File: src/rtl/halftone_pkg.sv
// rtl/halftone_pkg.sv - shared types and constants for the halftone datapath
//   state_t         : block-mover sequencer states
//   DEF_ADDR_W      : default data-memory word-address width
//   DEF_DATA_W      : default data-memory word width
//   ZERO_WORD       : all-zero data word
//   PIX_ON / PIX_OFF: binary halftone pixel values
package halftone_pkg;

    typedef enum logic [1:0] {
        IDLE  = 2'd0,
        READ  = 2'd1,
        WRITE = 2'd2,
        DONE  = 2'd3
    } state_t;

    localparam int DEF_ADDR_W = 16;
    localparam int DEF_DATA_W = 32;

    localparam logic [31:0] ZERO_WORD = 32'h0000_0000;
    localparam logic [31:0] PIX_ON    = 32'h0000_00FF;
    localparam logic [31:0] PIX_OFF   = 32'h0000_0000;

endpackage

File: src/rtl/halftone_thresh.sv
// rtl/halftone_thresh.sv - combinational grayscale-to-binary pixel map
//   pixel     in  8       grayscale pixel (low byte of a memory word)
//   threshold in  8       unsigned threshold
//   bin       out DATA_W  PIX_ON when pixel >= threshold, else PIX_OFF
module halftone_thresh
    import halftone_pkg::*;
#(
    parameter int DATA_W = DEF_DATA_W
) (
    input  logic [7:0]        pixel,
    input  logic [7:0]        threshold,
    output logic [DATA_W-1:0] bin
);

    assign bin = (pixel >= threshold) ? DATA_W'(PIX_ON) : DATA_W'(PIX_OFF);

endmodule

File: src/rtl/dm_block_mover.sv
// rtl/dm_block_mover.sv - data-memory block move sequencer (optional THRESHOLD_EN halftone)
//   clk, rst    clock and synchronous active-high reset
//   start       launch request, sampled in IDLE (abort wins)
//   abort       cancel an in-flight move
//   src_addr    first source word address, captured at start
//   dst_addr    first destination word address, captured at start
//   len         word count 0..2^ADDR_W, captured at start
//   threshold   pixel threshold, used only when THRESHOLD_EN is defined
//   busy        high in READ and WRITE
//   done        one-cycle pulse on normal completion
//   dm_read, dm_write, dm_address, dm_wdata, dm_rdata   data-memory master port
// Build option: define THRESHOLD_EN to binarise each word during the move.
module dm_block_mover
    import halftone_pkg::*;
#(
    parameter int ADDR_W = DEF_ADDR_W,
    parameter int DATA_W = DEF_DATA_W
) (
    input  logic              clk,
    input  logic              rst,
    input  logic              start,
    input  logic              abort,
    input  logic [ADDR_W-1:0] src_addr,
    input  logic [ADDR_W-1:0] dst_addr,
    input  logic [ADDR_W:0]   len,
    input  logic [7:0]        threshold,
    output logic              busy,
    output logic              done,
    output logic              dm_read,
    output logic              dm_write,
    output logic [ADDR_W-1:0] dm_address,
    output logic [DATA_W-1:0] dm_wdata,
    input  logic [DATA_W-1:0] dm_rdata
);

    state_t            state;
    logic [ADDR_W-1:0] src_q;
    logic [ADDR_W-1:0] dst_q;
    logic [ADDR_W:0]   len_q;
    logic [ADDR_W:0]   cnt;
    logic [DATA_W-1:0] data_q;
    logic [DATA_W-1:0] wdata_f;

`ifdef THRESHOLD_EN
    halftone_thresh #(
        .DATA_W(DATA_W)
    ) u_thresh (
        .pixel    (data_q[7:0]),
        .threshold(threshold),
        .bin      (wdata_f)
    );

    logic unused_data_hi;
    assign unused_data_hi = ^data_q[DATA_W-1:8];
`else
    assign wdata_f = data_q;

    logic unused_threshold;
    assign unused_threshold = ^threshold;
`endif

    always_ff @(posedge clk) begin
        if (rst) begin
            state  <= IDLE;
            src_q  <= '0;
            dst_q  <= '0;
            len_q  <= '0;
            cnt    <= '0;
            data_q <= DATA_W'(ZERO_WORD);
        end else begin
            case (state)
                IDLE: begin
                    if (start && !abort) begin
                        src_q <= src_addr;
                        dst_q <= dst_addr;
                        len_q <= len;
                        cnt   <= '0;
                        state <= (len == '0) ? DONE : READ;
                    end
                end
                READ: begin
                    data_q <= dm_rdata;
                    state  <= abort ? IDLE : WRITE;
                end
                WRITE: begin
                    cnt <= cnt + 1'b1;
                    if (abort)
                        state <= IDLE;
                    else if ((cnt + 1'b1) == len_q)
                        state <= DONE;
                    else
                        state <= READ;
                end
                DONE: begin
                    state <= IDLE;
                end
                default: begin
                    state <= IDLE;
                end
            endcase
        end
    end

    // Outputs decode from registered state; rst masks them so no access
    // escapes in a reset cycle, even one that lands on a WRITE.
    always_comb begin
        busy       = 1'b0;
        done       = 1'b0;
        dm_read    = 1'b0;
        dm_write   = 1'b0;
        dm_address = '0;
        dm_wdata   = '0;
        if (!rst) begin
            case (state)
                READ: begin
                    busy       = 1'b1;
                    dm_read    = 1'b1;
                    dm_address = src_q + cnt[ADDR_W-1:0];
                end
                WRITE: begin
                    busy       = 1'b1;
                    dm_write   = 1'b1;
                    dm_address = dst_q + cnt[ADDR_W-1:0];
                    dm_wdata   = wdata_f;
                end
                DONE: begin
                    done = 1'b1;
                end
                default: begin
                end
            endcase
        end
    end

endmodule

File: config.mk
export PLATFORM = sky130hd
export DESIGN_NAME = dm_block_mover
export DESIGN_NICKNAME = d
export VERILOG_FILES = /design/src/rtl/halftone_pkg.sv /design/src/rtl/halftone_thresh.sv /design/src/rtl/dm_block_mover.sv
export SDC_FILE = /design/constraint.sdc
export NUM_CORES = 1
export LEC_CHECK = 0
export ABC_AREA = 1
export BUFFER_PORTS_ARGS = -buffer_cell sky130_fd_sc_hd__buf_2
export CORE_MARGIN = 2
export CORE_UTILIZATION = 58
export CTS_CLUSTER_SIZE = 12
export DETAILED_ROUTE_END_ITERATION = 7
export PLACE_DENSITY = 0.87
export REMOVE_ABC_BUFFERS = 1
export SLEW_MARGIN = 30
export SYNTH_ARGS = -nofsm -noshare
export SYNTH_HDL_FRONTEND = slang
export SYNTH_SLANG_ARGS = --single-unit
File: constraint.sdc
create_clock -name clk -period 5.1 [get_ports clk]
set_input_delay 0.51 -clock clk [delete_from_list [all_inputs] [get_ports clk]]
set_output_delay 0.51 -clock clk [all_outputs]
set_load 0.02 [all_outputs]
==> run metrics, run 1 <==
Power per Cell Area=322.5 nW/um^2; crit end category=output pin; gr usage total=0.2685; routed len/inst=12.35 um; initial antenna violation count=0; Post-Syn Area per Cell=6.377 sq um; Synth Instances=866; Worst Path Arrival=3.83 ns; initial core utilization=0.5977; Final Hold Viols=0; Max Root-Sink Buffers=2; placed cell areas=6250 sq um; Setup Viol. Count Final=0; Metal-1 WL=5.935 mm; synthesized area=5523 sq um; largest net degree at the start of global routing=98; synth-to-layout area growth=17.04%; Peak VDD IR=0.0002304 V; clock-pin transition on the worst setup and hold timing paths=0.10 ns; CP Max Fanout=37; first-pass GRT wire length=22.38 mm; register area=2002 sq um; hold buffer count at CTS=0; Die Wd=101.6 um; combinational fraction of design power=0.276; fin crit share=0.8518; GPL Wtd Cong=0.8708; Pint=1.352 mW; placed insts=1094; TritonCTS Buffers=9; grt total ovfl=0; crit path time final=4.344 ns; switching share of power=0.3513; FMAX=230.2 MHz; detailed placer's ending HPWL=9.605 mm; sequential share of power=0.466; final net count=1091; yosys warns=0; area of the multi-input gates=3003 sq um; wirelength, routed=13.71 mm; latest clock arrival within the worst-skew pair=0.38 ns; Synth async-reset ratio=0; fin cells=1110; post-cts resize count=0; setup TNS=0 ns; fin area=6464 sq um; share of layout cells above drive strength 1=0.1702; LEAKAGE=2.977 nW; Setup WS pre-CTS=1.244 ns; status=completed; violation count after the first detailed-route iteration=265; worst hold-check path type=in -> reg; vias per cell=5.216; CORE AREA=9240 sq um; Worst Setup Path Type=reg -> out; WHS=0.3475 ns; commonest non-fill, non-tap cell in the layout=nand2_1; clock sink count=100; Synth Register Bits=100; sequential area share after synthesis=0.3625; vias in the first global route=5188; Site Rows=35; commonest cells after routing, fill and taps aside=nand2_1, buf_2, nor2_1, o21ai_0, dfxtp_1; highest routed layer=met4; FILL cells=883; CP Data Required Time=4.59 ns; RSZ-0062 raised after global routing=no; Design Power=2.085 mW; Clock Skews=0.01604 ns; Remaining DRCs=0; Max-Cap Viols=0; I/O pins=145; P_sw=732.4 uW; CTS tree=built; H-tree depth=3; Post-synth EDFFs=0; Die Height=101.6 um; antenna cells=0; synth unique cells=33; met3 routed WL=1.141 mm; antenna viol nets, final=0; fin. max-slew vios=0; DR WL met2=6.372 mm; router iterations before antenna repair=5; total vias in the final route=5790; Util after Layout=0.6995; port buffer count=136; Root Driver=clkbuf_8; Critical Path Start Type=flop; Die Area=10320 sq um; number of setup buffers added after CTS=0; final worst slack=0.7559 ns; Clk pwr share=0.258; ys flop type=dfxtp_1; Worst Max-Slew Pin Slew=0.7867 ns; Slew headroom=0.4750
-- Yosys cell counts, drive strengths merged, types with 2 or more instances --
cell | n | area [sq um]
a21oi | 97 | 489.2
inv | 98 | 367.9
nand2 | 180 | 678.2
dfxtp | 100 | 2002
buf | 4 | 20.02
and2 | 2 | 12.51
nor4 | 4 | 25.02
nand4 | 4 | 25.02
nor2 | 135 | 526.8
nand3b | 3 | 22.52
clkbuf | 38 | 142.6
ha | 21 | 262.8
nor3 | 4 | 20.02
o21bai | 2 | 15.01
nand3 | 47 | 235.2
o21ai | 117 | 585.6
-- state kept, by name, indices dropped and copies added (netlist names) --
signal / cells
state: 2
cnt: 17
data_q: 32
dst_q: 16
len_q: 17
src_q: 16
-- cell type report --
type                    instances  area share
flip-flops and latches        100      0.3097
repair buffers                141      0.1111
clock inverters                 4    0.008711
multi-input cells             626      0.4646
inverters                      98     0.05691
clock buffers                  12     0.02400
well taps                     129     0.02497
-- cells by family after synthesis --
family,synth area share
adder cells (fa/ha/maj),0.05120
flip-flops,0.3625
XOR/XNOR,0.003172
AND/OR/NAND/NOR,0.2811
AO/OA/AOI/OAI,0.2059
buffers and inverters,0.09606
-- worst max-delay path, cell delays in order, from the launching register on --
cell and delay (ns):
dfxtp_1 0.38, inv_1 0.10, ha_2 0.42, buf_4 0.32
o21ai_0 0.27, inv_1 0.10, fa_1 0.39, inv_1 0.09
nand3_1 0.09, a21oi_1 0.16, nor2_1 0.07, o21ai_0 0.27
a21oi_1 0.15, o21ai_0 0.22, nor2_1 0.06, nor2_1 0.15
buf_2 0.19
-- power groups by stage --
stage                     Sequential (mW)  Clock [mW]  Combinational (mW)
after detailed placement            0.988           0               0.571
after global placement              0.982           0               0.558
after CTS                           0.971       0.549               0.574
final                               0.971       0.539               0.575
after floorplan                     0.972           0               0.392
after global routing                0.985       0.577               0.658
-- layer usage --
metal | vias up | GRT usage
met5 | - | 0
li1 | 3022 | -
met1 | 2574 | 0.3249
met2 | 172 | 0.4474
met4 | 0 | 0.1019
met3 | 22 | 0.08282
-- path summary, 6_finish.rpt --
kind                                             start                      to  slack (ns)  depth (start not counted)
worst max register to register   state[0]$_SDFFE_PP0P_   state[1]$_SDFFE_PP0P_        2.55                         14
worst max-delay path             state[0]$_SDFFE_PP0P_          dm_address[12]        0.76                         16
worst min-delay path                       dm_rdata[6]  data_q[6]$_SDFFE_PP0N_        0.35                          3
worst min register to register  dst_q[12]$_SDFFE_PP0P_  dst_q[12]$_SDFFE_PP0P_        0.45                          2
No activity file was read; power rests on OpenSTA's default activity.
==> run 2, diff against run 1 <==
BUFFER_PORTS_ARGS = not set   (was -buffer_cell sky130_fd_sc_hd__buf_2)
CORE_UTILIZATION = 65   (was 58)
DONT_BUFFER_PORTS = 1   (was not set)
PLACE_DENSITY = 0.81   (was 0.87)
==> run 2 against run 1 <==
Core utilization down 0.18 points. Critical path depth unchanged. Clock power down 3%. Sequential power about the same. First-iteration DRC count up 4.2%. Cell area down 11%. Largest cell class unchanged.
==> run metrics, run 2 (synthesis results as in run 1) <==
Setup Viol. Count Final=0; detailed placer's ending HPWL=9.366 mm; crit-path cells=inv_1 > ha_2 > nand2_1 > o21ai_0 > ha_1 > inv_1 > fa_1 > inv_1 > nand3_1 > a21oi_1 > nor2_1 > o21ai_0 > a21oi_1 > o21ai_0 > nor2_1 > nor2_1; Clock Skews=0.01222 ns; CP peak stage delay=0.56 ns; Critical Path Start Type=flop; CP max-delay cell=ha_2; commonest non-fill, non-tap cell in the layout=nand2_1; Die Area=9250 sq um; Slew headroom=0.4503; RR Startpoint=state[0]$_SDFFE_PP0P_; CP Data Required Time=4.59 ns; Remaining DRCs=0; largest reg by FF count=data_q; HP Start=rst; total vias in the final route=5391; fin. max-slew vios=0; max FFs per register=32; buffers and inverters on the worst path=3; crit path time final=4.313 ns; antenna cells=0; number of setup buffers added after CTS=0; synth-to-layout area growth=3.806%; LEAKAGE=2.350 nW; worst r2r path cells=15; clock-pin transition on the worst setup and hold timing paths=0.11 ns; GPL Wtd Cong=0.8822; Top Registers=data_q (32), cnt (17), len_q (17); initial antenna violation count=0; router iterations before antenna repair=5; wirelength, routed=13.40 mm; clock sink count=100; commonest cells after routing, fill and taps aside=nand2_1, nor2_1, o21ai_0, dfxtp_1, inv_1; antenna viol nets, final=0; Max Root-Sink Buffers=2; Site Rows=33; status=completed; fin crit share=0.8457; latest clock arrival within the worst-skew pair=0.39 ns; grt total ovfl=0; worst hold-check path type=in -> reg; CP Max Fanout=33; post-cts resize count=0; final net count=954; crit end category=output pin; port buffer count=0; violation count after the first detailed-route iteration=276; FILL cells=747; setup TNS=0 ns; Max-Cap Viols=0; RSZ-0062 raised after global routing=no; FMAX=231.9 MHz; r2r setup slk=2.28 ns; worst hold stages=1; Die Wd=96.18 um; Design Power=2.012 mW; cell family with most CP delay=adder cells; initial core utilization=0.6721; largest net degree at the start of global routing=99; H-tree depth=3; Power per Cell Area=351.0 nW/um^2; TritonCTS Buffers=9; CORE AREA=8217 sq um; R2R Path End=state[1]$_SDFFE_PP0P_; gr usage total=0.2899; Worst Setup Path Type=reg -> out; first-pass GRT wire length=21.40 mm; Hold Crit Endpoint=cnt[6]$_SDFFE_PP0P_; Root Driver=clkbuf_8; final worst slack=0.7869 ns; Setup WS pre-CTS=1.263 ns; share of layout cells above drive strength 1=0.03673; CTS tree=built; Die Height=96.18 um; hold buffer count at CTS=0; vias in the first global route=4826; Worst Path Arrival=3.80 ns; Worst Max-Slew Pin Slew=0.8245 ns; vias per cell=5.681; routed len/inst=14.11 um; I/O pins=145; Peak VDD IR=0.0002152 V; Final Hold Viols=0
## run 2: changes by cell type in the layout (fill, tap and decap cells not counted)
cell / delta
clkbuf_8: -2
buf_4: -1
clkinv_2: +1
bufinv_16: -1
clkbuf_1: -1
clkinv_8: +1
clkinv_4: -2
buf_2: -136
inv_8: +4
## run 2: area by class of cell
class	instances	area, sq um	share of cell area
inverter	98	367.9	0.06416
timing repair buffer	4	30.03	0.005238
clock buffer	9	123.9	0.02161
multi-input combinational	626	3003	0.5238
sequential	100	2002	0.3492
tap	105	131.4	0.02292
clock inverter	7	75.07	0.01309
## run 2: per-stage QoR
stage	util	hold slack (ns)	cells	instance area, sq um
6_report	0.6977	0.1972	949	5733
5_1_grt	0.6977	0.1734	949	5733
4_1_cts	0.6974	0.1760	949	5731
3_5_place_dp	0.6732	0.4388	933	5532
3_3_place_gp	0.6729	0.4342	933	5529
2_1_floorplan	-	0.4258	824	5360
## run 2: per-layer routing
| layer | share of wire | track usage | vias up | routed length [um] |
|---|---|---|---|---|
| li1 | - | - | 2750 | - |
| met1 | 0.41 | 0.3438 | 2430 | 5546 |
| met2 | 0.48 | 0.4971 | 185 | 6462 |
| met3 | 0.081 | 0.08927 | 26 | 1088 |
| met4 | 0.022 | 0.09524 | 0 | 298 |
| met5 | 0 | 0 | - | 0 |
## run 2: worst max path at each step
stage / start / end / slack [ns] / cells after the start
final: state[0]$_SDFFE_PP0P_ / dm_address[12] / 0.79 / 16
after CTS: state[0]$_SDFFE_PP0P_ / dm_address[12] / 0.81 / 16
after detailed placement: state[0]$_SDFFE_PP0P_ / dm_address[12] / 1.26 / 16
after global routing: state[0]$_SDFFE_PP0P_ / dm_address[12] / 0.35 / 16
after global placement: state[0]$_SDFFE_PP0P_ / dm_address[12] / 1.38 / 16
after floorplan: state[0]$_SDFFE_PP0P_ / dm_address[12] / 1.05 / 16
## run 2: where the power goes
part	total [mW]	internal [mW]	switching, mW
combinational	0.517	0.148	0.369
sequential	0.973	0.910	0.0632
clock	0.522	0.197	0.325
total	2.01	1.25	0.758
